<file path="src/rtl/alu_ctrl_pkg.sv">
// Shared encodings for the ALU board sequencer: FSM states, display view,
// LED state codes, ALU widths and the operand nibble extension helper.
package alu_ctrl_pkg;

  localparam int DATA_W = 32;
  localparam int CMD_W  = 3;

  typedef enum logic [2:0] {
    ST_ENTER_A  = 3'd0,
    ST_ENTER_B  = 3'd1,
    ST_ENTER_OP = 3'd2,
    ST_EXEC     = 3'd3,
    ST_SHOW     = 3'd4
  } state_e;

  typedef enum logic {
    VIEW_RESULT = 1'b0,
    VIEW_FLAGS  = 1'b1
  } view_e;

  localparam logic [3:0] LED_ENTER_A  = 4'b0001;
  localparam logic [3:0] LED_ENTER_B  = 4'b0010;
  localparam logic [3:0] LED_ENTER_OP = 4'b0100;
  localparam logic [3:0] LED_EXEC     = 4'b1000;

  // Widens a 4-bit switch entry to a full ALU operand.
  function automatic logic [DATA_W-1:0] extNibble(input logic [3:0] nib, input logic signExt);
    extNibble = signExt ? {{(DATA_W-4){nib[3]}}, nib} : {{(DATA_W-4){1'b0}}, nib};
  endfunction

endpackage

</file>
<file path="src/rtl/btn_debounce.sv">
// One push button: two-flop synchronizer, stability counter, debounced
// level and a single-cycle pulse on each accepted rising level.
module btn_debounce #(
  parameter int DEBOUNCE_CYCLES = 16
) (
  input  logic clk_i,
  input  logic rst_ni,
  input  logic btn_i,
  output logic press_o
);

  localparam int CNT_W = (DEBOUNCE_CYCLES > 1) ? $clog2(DEBOUNCE_CYCLES) : 1;
  localparam logic [CNT_W-1:0] CNT_LAST = CNT_W'(DEBOUNCE_CYCLES - 1);

  logic             sync1_q;
  logic             sync2_q;
  logic             level_q;
  logic [CNT_W-1:0] cnt_q;
  logic             press_q;

  // Synchronize, count consecutive disagreeing samples, flip the level once
  // the run is long enough and pulse on the flip only when it goes high.
  always_ff @(posedge clk_i) begin
    if (!rst_ni) begin
      sync1_q <= 1'b0;
      sync2_q <= 1'b0;
      level_q <= 1'b0;
      cnt_q   <= '0;
      press_q <= 1'b0;
    end else begin
      sync1_q <= btn_i;
      sync2_q <= sync1_q;
      press_q <= 1'b0;
      if (sync2_q != level_q) begin
        if (cnt_q == CNT_LAST) begin
          level_q <= sync2_q;
          cnt_q   <= '0;
          press_q <= sync2_q;
        end else begin
          cnt_q <= cnt_q + CNT_W'(1);
        end
      end else begin
        cnt_q <= '0;
      end
    end
  end

  assign press_o = press_q;

endmodule

</file>
<file path="src/rtl/alu_seq_ctrl.sv">
// Board sequencer for the external combinational ALU: debounced buttons step
// operand/command entry, the result and flags are registered and shown on LEDs.
module alu_seq_ctrl
  import alu_ctrl_pkg::*;
#(
  parameter int DEBOUNCE_CYCLES = 16,
  parameter int SIGN_EXT        = 1
) (
  input  logic              clk_i,
  input  logic              rst_ni,
  input  logic [3:0]        sw_i,
  input  logic [3:0]        btn_i,
  input  logic [DATA_W-1:0] result_i,
  input  logic              carryout_i,
  input  logic              zero_i,
  input  logic              overflow_i,
  output logic [DATA_W-1:0] operandA_o,
  output logic [DATA_W-1:0] operandB_o,
  output logic [CMD_W-1:0]  command_o,
  output logic [3:0]        led_o
);

  logic [3:0] press;

  for (genvar g = 0; g < 4; g++) begin : g_btn
    btn_debounce #(
      .DEBOUNCE_CYCLES(DEBOUNCE_CYCLES)
    ) u_debounce (
      .clk_i  (clk_i),
      .rst_ni (rst_ni),
      .btn_i  (btn_i[g]),
      .press_o(press[g])
    );
  end

  state_e            state_q, state_d;
  view_e             view_q, view_d;
  logic [DATA_W-1:0] opA_q, opA_d;
  logic [DATA_W-1:0] opB_q, opB_d;
  logic [CMD_W-1:0]  cmd_q, cmd_d;
  logic [DATA_W-1:0] res_q, res_d;
  logic [2:0]        flags_q, flags_d;
  logic [3:0]        led_q, led_d;

  // Next-state and capture decode; press[0] restarts entry from any state and
  // the LED code is derived from the next state so the display is registered.
  always_comb begin
    state_d = state_q;
    view_d  = view_q;
    opA_d   = opA_q;
    opB_d   = opB_q;
    cmd_d   = cmd_q;
    res_d   = res_q;
    flags_d = flags_q;
    if (press[0]) begin
      opA_d   = extNibble(sw_i, SIGN_EXT != 0);
      state_d = ST_ENTER_B;
    end else begin
      case (state_q)
        ST_ENTER_B: begin
          if (press[1]) begin
            opB_d   = extNibble(sw_i, SIGN_EXT != 0);
            state_d = ST_ENTER_OP;
          end
        end
        ST_ENTER_OP: begin
          if (press[2]) begin
            cmd_d   = sw_i[CMD_W-1:0];
            state_d = ST_EXEC;
          end
        end
        ST_EXEC: begin
          res_d   = result_i;
          flags_d = {overflow_i, carryout_i, zero_i};
          view_d  = VIEW_RESULT;
          state_d = ST_SHOW;
        end
        ST_SHOW: begin
          if (press[3]) begin
            view_d = (view_q == VIEW_RESULT) ? VIEW_FLAGS : VIEW_RESULT;
          end
        end
        default: begin
          state_d = state_q;
        end
      endcase
    end

    case (state_d)
      ST_ENTER_A:  led_d = LED_ENTER_A;
      ST_ENTER_B:  led_d = LED_ENTER_B;
      ST_ENTER_OP: led_d = LED_ENTER_OP;
      ST_EXEC:     led_d = LED_EXEC;
      ST_SHOW:     led_d = (view_d == VIEW_FLAGS) ? {flags_d, 1'b0} : res_d[3:0];
      default:     led_d = LED_ENTER_A;
    endcase
  end

  // FSM state, capture registers and LED register, cleared by reset.
  always_ff @(posedge clk_i) begin
    if (!rst_ni) begin
      state_q <= ST_ENTER_A;
      view_q  <= VIEW_RESULT;
      opA_q   <= '0;
      opB_q   <= '0;
      cmd_q   <= '0;
      res_q   <= '0;
      flags_q <= '0;
      led_q   <= LED_ENTER_A;
    end else begin
      state_q <= state_d;
      view_q  <= view_d;
      opA_q   <= opA_d;
      opB_q   <= opB_d;
      cmd_q   <= cmd_d;
      res_q   <= res_d;
      flags_q <= flags_d;
      led_q   <= led_d;
    end
  end

  // Only the low nibble of the stored result reaches the LEDs.
  logic unusedResHi;
  assign unusedResHi = ^res_q[DATA_W-1:4];

  assign operandA_o = opA_q;
  assign operandB_o = opB_q;
  assign command_o  = cmd_q;
  assign led_o      = led_q;

endmodule

</file>
<file path="config.mk">
export PLATFORM = sky130hd
export DESIGN_NAME = alu_seq_ctrl
export DESIGN_NICKNAME = d
export VERILOG_FILES = /design/src/rtl/alu_ctrl_pkg.sv /design/src/rtl/btn_debounce.sv /design/src/rtl/alu_seq_ctrl.sv
export SDC_FILE = /design/constraint.sdc
export NUM_CORES = 1
export LEC_CHECK = 0
export BUFFER_PORTS_ARGS = -buffer_cell sky130_fd_sc_hd__buf_2
export CAP_MARGIN = 0
export CELL_PAD_IN_SITES_DETAIL_PLACEMENT = 0
export CELL_PAD_IN_SITES_GLOBAL_PLACEMENT = 1
export CORE_MARGIN = 5
export CORE_UTILIZATION = 35
export DETAILED_ROUTE_END_ITERATION = 10
export PLACE_DENSITY = 0.84
export SKIP_LAST_GASP = 1
export SYNTH_ARGS = -nofsm -noshare
export SYNTH_HDL_FRONTEND = slang
export SYNTH_SLANG_ARGS = --single-unit
</file>
<file path="constraint.sdc">
create_clock -name clk_i -period 2.8 [get_ports clk_i]
set_input_delay 0.28 -clock clk_i [delete_from_list [all_inputs] [get_ports clk_i]]
set_output_delay 0.28 -clock clk_i [all_outputs]
set_load 0.05 [all_outputs]
</file>
==> run_summary.xml, run 1 <==
<?xml version="1.0" encoding="UTF-8"?>
<metrics>
  <group name="run_status">
    <metric name="status" unit="">complete, no violations</metric>
  </group>
  <group name="floorplan">
    <metric name="floorplan.initialDensity" unit="%">35.63</metric>
    <metric name="rows" unit="">32</metric>
    <metric name="die_width" unit="um">98.24</metric>
    <metric name="io-pin-count" unit="">116</metric>
    <metric name="floorplan.die_area" unit="um^2">9651</metric>
    <metric name="core-area" unit="um^2">7647</metric>
    <metric name="fp.dieH" unit="um">98.24</metric>
  </group>
  <group name="final_layout">
    <metric name="finalNonFillerCells" unit="">432</metric>
    <metric name="antenna_cells" unit="">0</metric>
    <metric name="design.final.nets" unit="">374</metric>
    <metric name="post_route_cells_drive_above_1_share" unit="%">34.24</metric>
    <metric name="areaGrowthSynthToFinish" unit="%">11.62</metric>
    <metric name="layout.filler_cells" unit="">789</metric>
    <metric name="stdcell_area" unit="um^2">3042</metric>
  </group>
  <group name="setup_path">
    <metric name="critical_path.max_stage_delay" unit="ns">0.66</metric>
    <metric name="end_kind" unit="">flip-flop</metric>
    <metric name="critPathLaunchType" unit="">flip-flop</metric>
    <metric name="crit_family" unit="">compound AO/OA/AOI/OAI gates</metric>
    <metric name="r2r_setup_slack" unit="ns">0.79</metric>
    <metric name="critical_path.cell_chain" unit="">a31oi_1, a311oi_4, mux2_4, o32ai_2</metric>
    <metric name="cp.depth" unit="">4</metric>
    <metric name="criticalPathCategory" unit="">flip-flop to flip-flop</metric>
    <metric name="worst-endpoint-required" unit="ns">3.04</metric>
    <metric name="critical_path.n_buffers_inverters" unit="">0</metric>
    <metric name="worst_setup_path_startpoint" unit="">state_q[2]</metric>
    <metric name="critPathSlowestCell" unit="">dfxtp_1</metric>
    <metric name="timing.rr.end" unit="">led_o[3]</metric>
    <metric name="cp-endpoint" unit="">led_o[3]</metric>
    <metric name="cp_data_arrival_time" unit="ns">2.25</metric>
    <metric name="worstReg2RegStart" unit="">state_q[2]</metric>
    <metric name="r2r.worst_path.cells" unit="">4</metric>
    <metric name="cp_max_fo" unit="">14</metric>
  </group>
  <group name="detailed_routing">
    <metric name="drc" unit="">0</metric>
    <metric name="final_antenna_net_count" unit="">0</metric>
    <metric name="drt-total-wl" unit="mm">4.757</metric>
    <metric name="route.vias.total" unit="">1845</metric>
    <metric name="drt-initial-drc-count" unit="">33</metric>
    <metric name="vias_per_cell" unit="">4.271</metric>
    <metric name="post_drt_wl_per_cell" unit="um">11.01</metric>
    <metric name="drt_first_pass_iters" unit="">4</metric>
  </group>
  <group name="synthesis">
    <metric name="part_of_the_yosys_area_used_for_sequential_elements" unit="%">42.61</metric>
    <metric name="synthesis.yosys.warnings" unit="">0</metric>
    <metric name="post_synth.cell_area_avg" unit="um^2">9.333</metric>
    <metric name="combinational_family_with_the_most_area_after_synthesis" unit="">simple AND/OR/NAND/NOR gates</metric>
    <metric name="syn-cell-area" unit="um^2">2725</metric>
    <metric name="post_synth_and_or_nand_nor_area_fraction" unit="%">20.29</metric>
    <metric name="post_synth_inst_count" unit="">292</metric>
    <metric name="post_synth_fa_ha_maj_area_fraction" unit="%">1.837</metric>
    <metric name="synth.lib_cells_used.distinct" unit="">38</metric>
    <metric name="post_synth_mux_area_share" unit="%">5.693</metric>
    <metric name="postSynthNetCount" unit="">341</metric>
    <metric name="post_synth_xor_area_fraction" unit="%">4.178</metric>
    <metric name="ys_ff_latch" unit="">58</metric>
    <metric name="synth-compound-area-share" unit="%">7.254</metric>
  </group>
  <group name="timing">
    <metric name="hold_violations" unit="">0</metric>
    <metric name="final.setup_skew" unit="ns">0.007453</metric>
    <metric name="rsz0062_at_grt" unit="">false</metric>
    <metric name="finalCriticalPeriod" unit="ns">2.008</metric>
    <metric name="setup_viol" unit="">0</metric>
    <metric name="worstMarginPinSlew" unit="ns">0.6602</metric>
    <metric name="timing.max_slew.rel_slack" unit="%">55.93</metric>
    <metric name="final.setup.tns" unit="ns">0</metric>
    <metric name="final_clock_period_utilization_by_the_worst_path" unit="%">71.72</metric>
    <metric name="max_freq" unit="MHz">498.0</metric>
    <metric name="timing_max_transition_violations_final" unit="">0</metric>
  </group>
  <group name="clock_network">
    <metric name="cts_buffers" unit="">9</metric>
    <metric name="clock-sinks" unit="">58</metric>
    <metric name="hold_buffers" unit="">0</metric>
    <metric name="cts.htree.levels" unit="">3</metric>
    <metric name="clk_latency_worst_skew_pair" unit="ns">0.33</metric>
    <metric name="clockRootBuffer" unit="">clkbuf_8</metric>
    <metric name="cts_tree" unit="">built</metric>
    <metric name="post_cts_buffers" unit="">0</metric>
    <metric name="ctsLongestPathBuffers" unit="">2</metric>
    <metric name="cts.repair.resized" unit="">0</metric>
    <metric name="worst_setup_hold_path_clk_slew" unit="ns">0.07</metric>
  </group>
  <group name="power">
    <metric name="power_per_cell_area" unit="nW/um^2">558.8</metric>
    <metric name="power_leakage" unit="uW">0.001475</metric>
    <metric name="power_switching" unit="uW">350.4</metric>
    <metric name="internal-power" unit="uW">1349</metric>
    <metric name="power.clock.fraction" unit="%">48.6</metric>
    <metric name="p_seq_share" unit="%">49.2</metric>
    <metric name="vdd_ir_drop_max" unit="uV">461.6</metric>
    <metric name="power.combinational.fraction" unit="%">2.2</metric>
    <metric name="power.share.switching" unit="%">20.61</metric>
  </group>
  <group name="grt">
    <metric name="grt_max_degree" unit="">38</metric>
    <metric name="grt_usage" unit="%">10.15</metric>
    <metric name="antenna_found_initial" unit="">0</metric>
    <metric name="via_count_of_the_first_global_routing_pass" unit="">1706</metric>
    <metric name="grt_overflow" unit="">0</metric>
    <metric name="global_route_wire_length_before_repair" unit="mm">7.983</metric>
  </group>
  <group name="placement">
    <metric name="finalWeightedCongestion" unit="">0.7439</metric>
    <metric name="hpwl" unit="mm">3.620</metric>
    <metric name="dpl.cell_count" unit="">416</metric>
    <metric name="dpl-instance-area" unit="um^2">2824</metric>
    <metric name="port_buffers" unit="">87</metric>
  </group>
  <group name="hold_path">
    <metric name="holdCritPathClass" unit="">input pin to flip-flop</metric>
  </group>
  <group name="job">
    <metric name="number_of_max_cap_violations" unit="">0</metric>
  </group>
</metrics>
synthesized netlist by cell type (all sizes together):
library cell  instances  area [um^2]
or4                   1        7.510
a31oi                 2        12.51
nor4b                 1        15.01
inv                   4        15.01
dfxtp                58         1161
and2                  9        56.30
o221ai                2        17.52
nor3b                 2        15.01
xor2                 12        105.1
mux2                  1        15.01
nor3                  8        51.30
a21boi               11        82.58
or3                   2        12.51
a21oi                 3        15.01
a311oi                1        26.28
nor2b                12        75.07
buf                  61        456.7
nand2b                2        12.51
or2                   2        12.52
ha                    4        50.05
mux2i                14        140.1
nand2                25        101.4
xnor2                 1        8.760
nor2                 21        81.33
and3                  4        25.02
o32ai                 1        16.27
nand3b                1        7.510
nand3                16        80.08
o21a                  1        7.510
o21ai                 4        20.01
clkbuf                6        22.52
flip-flops by register name (all words and copies together) (netlist names), 3 cells and up:
register and count:
g_btn.u_debounce.sync2_q 4, operandB_o 4, g_btn.u_debounce.level_q 4, g_btn.u_debounce.cnt_q 16, res_q 4, g_btn.u_debounce.press_o 4
flags_q 3, operandA_o 4, command_o 3, state_q 3, g_btn.u_debounce.sync1_q 4, led_o 4
worst min path at each step:
stage,from,end,slack (ns),depth (start not counted)
after global placement,g_btn[2].u_debounce.sync1_q,g_btn[2].u_debounce.sync2_q,0.42,1
after detailed placement,g_btn[0].u_debounce.sync1_q,g_btn[0].u_debounce.sync2_q,0.42,1
after floorplan,btn_i[0],g_btn[0].u_debounce.sync1_q,0.41,1
after global routing,btn_i[1],g_btn[1].u_debounce.sync1_q,0.15,2
after CTS,btn_i[1],g_btn[1].u_debounce.sync1_q,0.15,2
final,btn_i[1],g_btn[1].u_debounce.sync1_q,0.16,2
power by group through the flow:
stage               sequential, uW  combinational, uW  clock (uW)
floorplan                      854               20.7           0
global placement               854               38.4           0
detailed placement             854               39.1           0
CTS                            836               39.2         853
global route                   836               43.1         897
finish                         836               37.9         826
layer usage:
metal | global-route usage, % | routed length, um | vias up
li1 | - | - | 974
met1 | 11.96 | 2081 | 825
met2 | 16.44 | 2307 | 41
met3 | 4.786 | 321 | 5
met4 | 3.151 | 46 | 0
met5 | 0 | 0 | -
per-stage QoR:
| stage | hold WS, ns | total power (uW) | utilization [%] | worst slack, ns |
|---|---|---|---|---|
| final | 0.1605 | 1700 | 39.77 | 0.7920 |
| after global routing | 0.1488 | 1776 | 39.77 | 0.6839 |
| after CTS | 0.1457 | 1728 | 39.77 | 0.7726 |
| after detailed placement | 0.4242 | 893.6 | 36.93 | 0.8084 |
| after global placement | 0.4214 | 892.6 | 36.93 | 0.8431 |
| after floorplan | 0.4073 | 874.3 | - | 1.088 |
final cells by class:
class,count,area (um^2),area share (%)
clock buffers,9,123.9,4.072
multi-input cells,163,1070,35.17
inverters,4,15.01,0.4936
repair buffers,89,450.4,14.81
flip-flops and latches,58,1161,38.17
well taps,102,127.6,4.196
clock inverters,7,93.84,3.085
kinds of logic after synthesis:
kind of cell	Yosys count
simple gates	106
buf+inv	71
flops	58
compound gates	25
mux	15
xor+xnor	13
fa+ha+maj	4
cell usage in the layout, fill, tap and decap left out, types with 2 or more instances in the layout:
master | netlist | routed
a21boi_1 | 11 | 11
a21oi_1 | 3 | 3
a31oi_1 | 2 | 2
and2_1 | 9 | 9
and3_1 | 4 | 4
buf_2 | 2 | 87
buf_4 | 58 | 2
bufinv_16 | 0 | 2
clkbuf_8 | 0 | 9
clkinv_2 | 0 | 2
clkinvlp_4 | 0 | 2
dfxtp_1 | 58 | 58
ha_1 | 4 | 4
inv_1 | 4 | 4
mux2i_1 | 14 | 14
nand2_1 | 24 | 24
nand2b_1 | 2 | 2
nand3_1 | 16 | 16
nor2_1 | 20 | 20
nor2b_1 | 12 | 12
nor3_1 | 7 | 7
nor3b_1 | 2 | 2
o21ai_0 | 3 | 3
o221ai_1 | 2 | 2
or3_1 | 2 | 2
xor2_1 | 12 | 12
Note: power is estimated with default switching activity, not from simulation.
==> run 2: changes to the inputs <==
CORE_UTILIZATION = 34   (was 35)
PLACE_DENSITY = 0.83   (was 0.84)
clock period = 1.9 ns   (was 2.8 ns; I/O delays follow)
==> run 2 against run 1 <==
Sequential cell count did not move. Power rose by 34%. Sequential share of layout area fell by 0.13 points. Largest power group unchanged. Die area rose by 2.6%. Sequential power rose by 47%. Routed wire length rose by 4.8%. Clock skew barely moved. Register-to-register slack got worse by 0.60 ns. Critical endpoint unchanged. First-iteration DRC count fell by 27%.
==> run_summary.xml, run 2 (synthesized netlist as in run 1, its figures left out) <==
<?xml version="1.0" encoding="UTF-8"?>
<metrics>
  <group name="clock_network">
    <metric name="cts_buffers" unit="">9</metric>
    <metric name="clockRootBuffer" unit="">clkbuf_8</metric>
    <metric name="cts.htree.levels" unit="">3</metric>
    <metric name="clock-sinks" unit="">58</metric>
    <metric name="hold_buffers" unit="">0</metric>
    <metric name="clk_latency_worst_skew_pair" unit="ns">0.33</metric>
    <metric name="cts_tree" unit="">built</metric>
    <metric name="ctsLongestPathBuffers" unit="">2</metric>
    <metric name="worst_setup_hold_path_clk_slew" unit="ns">0.06</metric>
  </group>
  <group name="power">
    <metric name="power_leakage" unit="uW">0.001506</metric>
    <metric name="vdd_ir_drop_max" unit="uV">258.7</metric>
    <metric name="power_per_cell_area" unit="nW/um^2">743.8</metric>
  </group>
  <group name="grt">
    <metric name="grt_usage" unit="%">10.32</metric>
    <metric name="antenna_found_initial" unit="">0</metric>
    <metric name="global_route_wire_length_before_repair" unit="mm">8.128</metric>
    <metric name="grt_max_degree" unit="">31</metric>
    <metric name="via_count_of_the_first_global_routing_pass" unit="">1758</metric>
    <metric name="grt_overflow" unit="">0</metric>
  </group>
  <group name="setup_path">
    <metric name="r2r_setup_slack" unit="ns">0.19</metric>
    <metric name="criticalPathCategory" unit="">flip-flop to flip-flop</metric>
    <metric name="worst-endpoint-required" unit="ns">2.15</metric>
    <metric name="critPathLaunchType" unit="">flip-flop</metric>
    <metric name="cp.depth" unit="">5</metric>
    <metric name="cp_max_fo" unit="">10</metric>
    <metric name="critical_path.cell_chain" unit="">nor3_1, a31oi_1, a311oi_4, mux2_4, o32ai_2</metric>
    <metric name="cp-endpoint" unit="">led_o[3]</metric>
    <metric name="timing.rr.end" unit="">led_o[3]</metric>
    <metric name="crit_family" unit="">compound AO/OA/AOI/OAI gates</metric>
    <metric name="worst_setup_path_startpoint" unit="">state_q[0]</metric>
    <metric name="critical_path.n_buffers_inverters" unit="">0</metric>
    <metric name="worstReg2RegStart" unit="">state_q[0]</metric>
    <metric name="cp_data_arrival_time" unit="ns">1.95</metric>
    <metric name="critPathSlowestCell" unit="">dfxtp_1</metric>
    <metric name="critical_path.max_stage_delay" unit="ns">0.42</metric>
    <metric name="end_kind" unit="">flip-flop</metric>
    <metric name="r2r.worst_path.cells" unit="">5</metric>
  </group>
  <group name="job">
    <metric name="number_of_max_cap_violations" unit="">0</metric>
  </group>
  <group name="timing">
    <metric name="timing_max_transition_violations_final" unit="">0</metric>
    <metric name="worstMarginPinSlew" unit="ns">0.6234</metric>
    <metric name="max_freq" unit="MHz">585.3</metric>
    <metric name="final.setup_skew" unit="ns">0.007561</metric>
    <metric name="final.hold.worst_slack" unit="ns">0.06276</metric>
    <metric name="hold_violations" unit="">0</metric>
    <metric name="final.setup.tns" unit="ns">0</metric>
    <metric name="final_clock_period_utilization_by_the_worst_path" unit="%">89.92</metric>
    <metric name="rsz0062_at_grt" unit="">false</metric>
    <metric name="timing.max_slew.rel_slack" unit="%">58.38</metric>
    <metric name="setup_viol" unit="">0</metric>
    <metric name="finalCriticalPeriod" unit="ns">1.709</metric>
  </group>
  <group name="floorplan">
    <metric name="rows" unit="">32</metric>
    <metric name="die_width" unit="um">99.53</metric>
    <metric name="floorplan.die_area" unit="um^2">9905</metric>
    <metric name="floorplan.initialDensity" unit="%">35.08</metric>
    <metric name="fp.dieH" unit="um">99.53</metric>
    <metric name="io-pin-count" unit="">116</metric>
    <metric name="core-area" unit="um^2">7767</metric>
  </group>
  <group name="final_layout">
    <metric name="largest_register_ffs" unit="">16</metric>
    <metric name="seqCellArea" unit="um^2">1162</metric>
    <metric name="most-common-layout-cells" unit="">87 x buf_2, 57 x dfxtp_1, 24 x nand2_1</metric>
    <metric name="areaGrowthSynthToFinish" unit="%">12.12</metric>
    <metric name="post_route_cells_drive_above_1_share" unit="%">35.61</metric>
    <metric name="antenna_cells" unit="">0</metric>
    <metric name="layout.filler_cells" unit="">797</metric>
    <metric name="design.final.nets" unit="">382</metric>
    <metric name="multiInputGateArea" unit="um^2">1070</metric>
    <metric name="final_common_cell" unit="">buf_2</metric>
    <metric name="register_with_the_most_flip_flops" unit="">g_btn.u_debounce.cnt_q</metric>
    <metric name="finalNonFillerCells" unit="">439</metric>
  </group>
  <group name="detailed_routing">
    <metric name="vias_per_cell" unit="">4.310</metric>
    <metric name="drc" unit="">0</metric>
    <metric name="post_drt_wl_per_cell" unit="um">11.36</metric>
    <metric name="final_antenna_net_count" unit="">0</metric>
    <metric name="drt-total-wl" unit="mm">4.987</metric>
    <metric name="drt-initial-drc-count" unit="">24</metric>
    <metric name="route.vias.total" unit="">1892</metric>
    <metric name="drt_first_pass_iters" unit="">4</metric>
  </group>
  <group name="hold_path">
    <metric name="holdCritPathClass" unit="">input pin to flip-flop</metric>
  </group>
  <group name="placement">
    <metric name="hpwl" unit="mm">3.754</metric>
    <metric name="finalWeightedCongestion" unit="">0.8134</metric>
    <metric name="port_buffers" unit="">87</metric>
    <metric name="dpl.cell_count" unit="">424</metric>
  </group>
  <group name="run_status">
    <metric name="status" unit="">complete, no violations</metric>
  </group>
</metrics>
-- run 2: cell count changes in the layout (fill, tap and decap cells not counted), sizes merged --
cell      change
clkinvlp      -2
buf           +8
bufinv        -2
clkbuf        +3
-- run 2: area by class of cell --
cell class,instances,area share (%)
clock buffer,12,5.078
tap,102,4.177
sequential,58,38.04
inverter,4,0.4914
timing repair buffer,97,16.71
multi-input combinational,163,35.01
clock inverter,3,0.4914
-- run 2: per-layer routing --
layer	vias to the layer above	global-route usage (%)	part of all wire (%)
met5	-	0	0
met4	0	5.987	2.4
met3	10	3.226	6.6
met2	45	16.37	47
met1	844	12.25	44
li1	993	-	-
-- run 2: repair_timing --
| action | in CTS | in global routing |
|---|---|---|
| resized for setup | 0 | 1 |
| buffers inserted | 0 | 0 |
| setup endpoints to repair | 0 | 3 |
-- run 2: worst register-to-register path, stage by stage, from the launching register on --
cell	delay [ns]
dfxtp_1	0.42
nor3_1	0.18
a31oi_1	0.14
a311oi_4	0.33
mux2_4	0.33
o32ai_2	0.23
-- run 2: how the worst min path moves through the flow --
stage | start | end | cells past startpoint | slack (ns)
global route | btn_i[2] | g_btn[2].u_debounce.sync1_q | 2 | 0.06
global placement | btn_i[1] | g_btn[1].u_debounce.sync1_q | 2 | 0.40
floorplan | btn_i[0] | g_btn[0].u_debounce.sync1_q | 1 | 0.32
CTS | btn_i[2] | g_btn[2].u_debounce.sync1_q | 2 | 0.05
detailed placement | btn_i[2] | g_btn[2].u_debounce.sync1_q | 2 | 0.40
finish | btn_i[2] | g_btn[2].u_debounce.sync1_q | 2 | 0.06
-- run 2: per-stage QoR --
step / instance area (um^2) / setup slack (ns) / utilization, % / power (uW)
5_1_grt: 3055 / 0.01842 / 39.34 / 2371
3_5_place_dp: 2884 / 0.1884 / 37.13 / 1316
4_1_cts: 3054 / 0.1698 / 39.32 / 2307
2_1_floorplan: 2725 / 0.1875 / - / 1288
3_3_place_gp: 2884 / 0.2016 / 37.13 / 1315
6_report: 3055 / 0.1915 / 39.34 / 2273
-- run 2: report_power, final --
part	leakage [uW]	total (uW)	switching, uW	internal [uW]
logic	0.000944	55.5	27.6	27.9
registers	0.000470	1230	5.58	1230
clock network	0.0000920	985	455	530
==> run 3: changes to the inputs <==
clock period = 1.7 ns   (was 1.9 ns; I/O delays follow)
==> run 3 against run 2 <==
Final cell count is 1.4% higher. Via count is 0.63% higher. Critical path depth is 1 higher. Non-clock buffer count is 5 higher. Sequential share of layout area is 1.4 points lower. Core utilization is 1.6 points higher. Routed wire length is 2.4% higher. Die area stayed put.
==> run_summary.xml, run 3 (synthesized netlist as in run 1, its figures left out) <==
<?xml version="1.0" encoding="UTF-8"?>
<metrics>
  <group name="run_status">
    <metric name="status" unit="">complete, no violations</metric>
  </group>
  <group name="job">
    <metric name="number_of_max_cap_violations" unit="">0</metric>
  </group>
  <group name="power">
    <metric name="power_per_cell_area" unit="nW/um^2">948.9</metric>
    <metric name="power_leakage" unit="uW">0.001568</metric>
    <metric name="power.clock.fraction" unit="%">52.3</metric>
    <metric name="internal-power" unit="uW">2450</metric>
    <metric name="p_seq_share" unit="%">45.6</metric>
    <metric name="total_power" unit="uW">3019</metric>
    <metric name="power.combinational.fraction" unit="%">2.1</metric>
    <metric name="power_switching" unit="uW">569.3</metric>
    <metric name="power.share.switching" unit="%">18.86</metric>
    <metric name="vdd_ir_drop_max" unit="uV">341.6</metric>
  </group>
  <group name="setup_path">
    <metric name="cp_data_arrival_time" unit="ns">1.82</metric>
    <metric name="cp-endpoint" unit="">led_o[1]</metric>
    <metric name="critPathSlowestCell" unit="">dfxtp_1</metric>
    <metric name="worst_setup_path_startpoint" unit="">state_q[1]</metric>
    <metric name="criticalPathCategory" unit="">flip-flop to flip-flop</metric>
    <metric name="worstReg2RegStart" unit="">state_q[1]</metric>
    <metric name="critical_path.cell_chain" unit="">nor3_2, a31oi_1, a311oi_4, buf_4, mux2i_1, o221ai_1</metric>
    <metric name="critical_path.max_stage_delay" unit="ns">0.38</metric>
    <metric name="r2r.worst_path.cells" unit="">6</metric>
    <metric name="end_kind" unit="">flip-flop</metric>
    <metric name="critPathLaunchType" unit="">flip-flop</metric>
    <metric name="timing.rr.end" unit="">led_o[1]</metric>
    <metric name="r2r_setup_slack" unit="ns">0.09</metric>
    <metric name="cp_max_fo" unit="">5</metric>
    <metric name="worst-endpoint-required" unit="ns">1.91</metric>
  </group>
  <group name="final_layout">
    <metric name="seqCellArea" unit="um^2">1165</metric>
    <metric name="final_common_cell" unit="">buf_2</metric>
    <metric name="layout.filler_cells" unit="">791</metric>
    <metric name="register_with_the_most_flip_flops" unit="">g_btn.u_debounce.cnt_q</metric>
    <metric name="largest_register_ffs" unit="">16</metric>
    <metric name="antenna_cells" unit="">0</metric>
    <metric name="areaGrowthSynthToFinish" unit="%">16.76</metric>
    <metric name="most-common-layout-cells" unit="">87 x buf_2, 55 x dfxtp_1, 24 x nand2_1</metric>
    <metric name="multiInputGateArea" unit="um^2">1075</metric>
    <metric name="postLayoutCoreUtil" unit="%">40.96</metric>
    <metric name="design.final.nets" unit="">387</metric>
    <metric name="post_route_cells_drive_above_1_share" unit="%">37.90</metric>
    <metric name="stdcell_area" unit="um^2">3182</metric>
    <metric name="finalNonFillerCells" unit="">445</metric>
  </group>
  <group name="timing">
    <metric name="timing_max_transition_violations_final" unit="">0</metric>
    <metric name="max_freq" unit="MHz">620.9</metric>
    <metric name="timing.max_slew.rel_slack" unit="%">76.10</metric>
    <metric name="final_clock_period_utilization_by_the_worst_path" unit="%">94.74</metric>
    <metric name="final.setup_skew" unit="ns">0.003695</metric>
    <metric name="setup_viol" unit="">0</metric>
    <metric name="worstMarginPinSlew" unit="ns">0.3585</metric>
    <metric name="finalCriticalPeriod" unit="ns">1.611</metric>
    <metric name="hold_violations" unit="">0</metric>
    <metric name="final.hold.worst_slack" unit="ns">0.03717</metric>
  </group>
  <group name="floorplan">
    <metric name="fp.dieH" unit="um">99.53</metric>
    <metric name="rows" unit="">32</metric>
    <metric name="floorplan.initialDensity" unit="%">35.08</metric>
    <metric name="core-area" unit="um^2">7767</metric>
    <metric name="io-pin-count" unit="">116</metric>
    <metric name="floorplan.die_area" unit="um^2">9905</metric>
    <metric name="die_width" unit="um">99.53</metric>
  </group>
  <group name="grt">
    <metric name="antenna_found_initial" unit="">0</metric>
    <metric name="global_route_wire_length_before_repair" unit="mm">8.321</metric>
    <metric name="grt_max_degree" unit="">32</metric>
    <metric name="grt_overflow" unit="">0</metric>
    <metric name="grt_usage" unit="%">10.57</metric>
    <metric name="via_count_of_the_first_global_routing_pass" unit="">1753</metric>
  </group>
  <group name="clock_network">
    <metric name="clockRootBuffer" unit="">clkbuf_8</metric>
    <metric name="cts_tree" unit="">built</metric>
    <metric name="clock-sinks" unit="">58</metric>
    <metric name="cts.repair.resized" unit="">0</metric>
    <metric name="clk_latency_worst_skew_pair" unit="ns">0.34</metric>
    <metric name="ctsLongestPathBuffers" unit="">2</metric>
    <metric name="hold_buffers" unit="">0</metric>
    <metric name="worst_setup_hold_path_clk_slew" unit="ns">0.07</metric>
    <metric name="cts_buffers" unit="">9</metric>
    <metric name="cts.htree.levels" unit="">3</metric>
    <metric name="post_cts_buffers" unit="">0</metric>
  </group>
  <group name="detailed_routing">
    <metric name="final_antenna_net_count" unit="">0</metric>
    <metric name="post_drt_wl_per_cell" unit="um">11.47</metric>
    <metric name="drc" unit="">0</metric>
    <metric name="vias_per_cell" unit="">4.279</metric>
    <metric name="drt-initial-drc-count" unit="">56</metric>
    <metric name="route.vias.total" unit="">1904</metric>
    <metric name="drt_first_pass_iters" unit="">4</metric>
    <metric name="drt-total-wl" unit="mm">5.105</metric>
  </group>
  <group name="placement">
    <metric name="dpl-instance-area" unit="um^2">2922</metric>
    <metric name="finalWeightedCongestion" unit="">0.7680</metric>
    <metric name="port_buffers" unit="">87</metric>
    <metric name="dpl.cell_count" unit="">429</metric>
    <metric name="hpwl" unit="mm">3.829</metric>
  </group>
  <group name="hold_path">
    <metric name="holdCritPathClass" unit="">input pin to flip-flop</metric>
  </group>
</metrics>
-- run 3: changes by cell type in the layout (fill, tap and decap cells not counted), sizes merged --
cell    delta
bufinv     +3
clkinv     -1
buf        +5
clkbuf     -1
-- run 3: power by group through the flow --
stage          Sequential [uW]  Combinational (uW)  Clock, uW
3_3_place_gp              1410                63.3          0
5_1_grt                   1380                71.9       1680
6_report                  1380                62.8       1580
2_1_floorplan             1410                34.1          0
3_5_place_dp              1410                63.7          0
4_1_cts                   1380                64.4       1630
-- run 3: worst min-delay path by stage --
stage,slack [ns],startpoint,to,depth (start not counted)
after global routing,0.02,btn_i[3],g_btn[3].u_debounce.sync1_q,2
after floorplan,0.30,btn_i[0],g_btn[0].u_debounce.sync1_q,1
final,0.04,btn_i[2],g_btn[2].u_debounce.sync1_q,2
after CTS,0.02,btn_i[3],g_btn[3].u_debounce.sync1_q,2
after global placement,0.38,btn_i[0],g_btn[0].u_debounce.sync1_q,2
after detailed placement,0.38,btn_i[3],g_btn[3].u_debounce.sync1_q,2
-- run 3: worst max-delay path, delay by kind of cell, from the launching register on --
| family | cells | cell delay, ns |
|---|---|---|
| muxes | 1 | 0.20 |
| buffers and inverters | 1 | 0.20 |
| AOI/OAI and AO/OA | 3 | 0.53 |
| DFF | 1 | 0.38 |
| and+or+nand+nor | 1 | 0.17 |
-- run 3: area by class of cell --
type,instances,area share (%)
multi-input combinational,163,33.78
inverter,4,0.4719
clock inverter,5,3.146
tap,102,4.011
timing repair buffer,102,17.22
clock buffer,11,4.758
sequential,58,36.61
-- run 3: layer usage --
metal / share of wire (%) / GRT usage, % / vias up
met5: 0 / 0 / -
met4: 1.8 / 4.727 / 0
met3: 5.6 / 4.418 / 11
met2: 50 / 16.84 / 39
met1: 43 / 12.41 / 857
li1: - / - / 997
-- run 3: stage by stage --
| stage | setup WS (ns) | setup TNS (ns) |
|---|---|---|
| global route | -0.01481 | -0.02325 |
| finish | 0.08941 | 0 |
| CTS | 0.02886 | 0 |
| global placement | 0.08331 | 0 |
| floorplan | 0.04434 | 0 |
| detailed placement | 0.06555 | 0 |
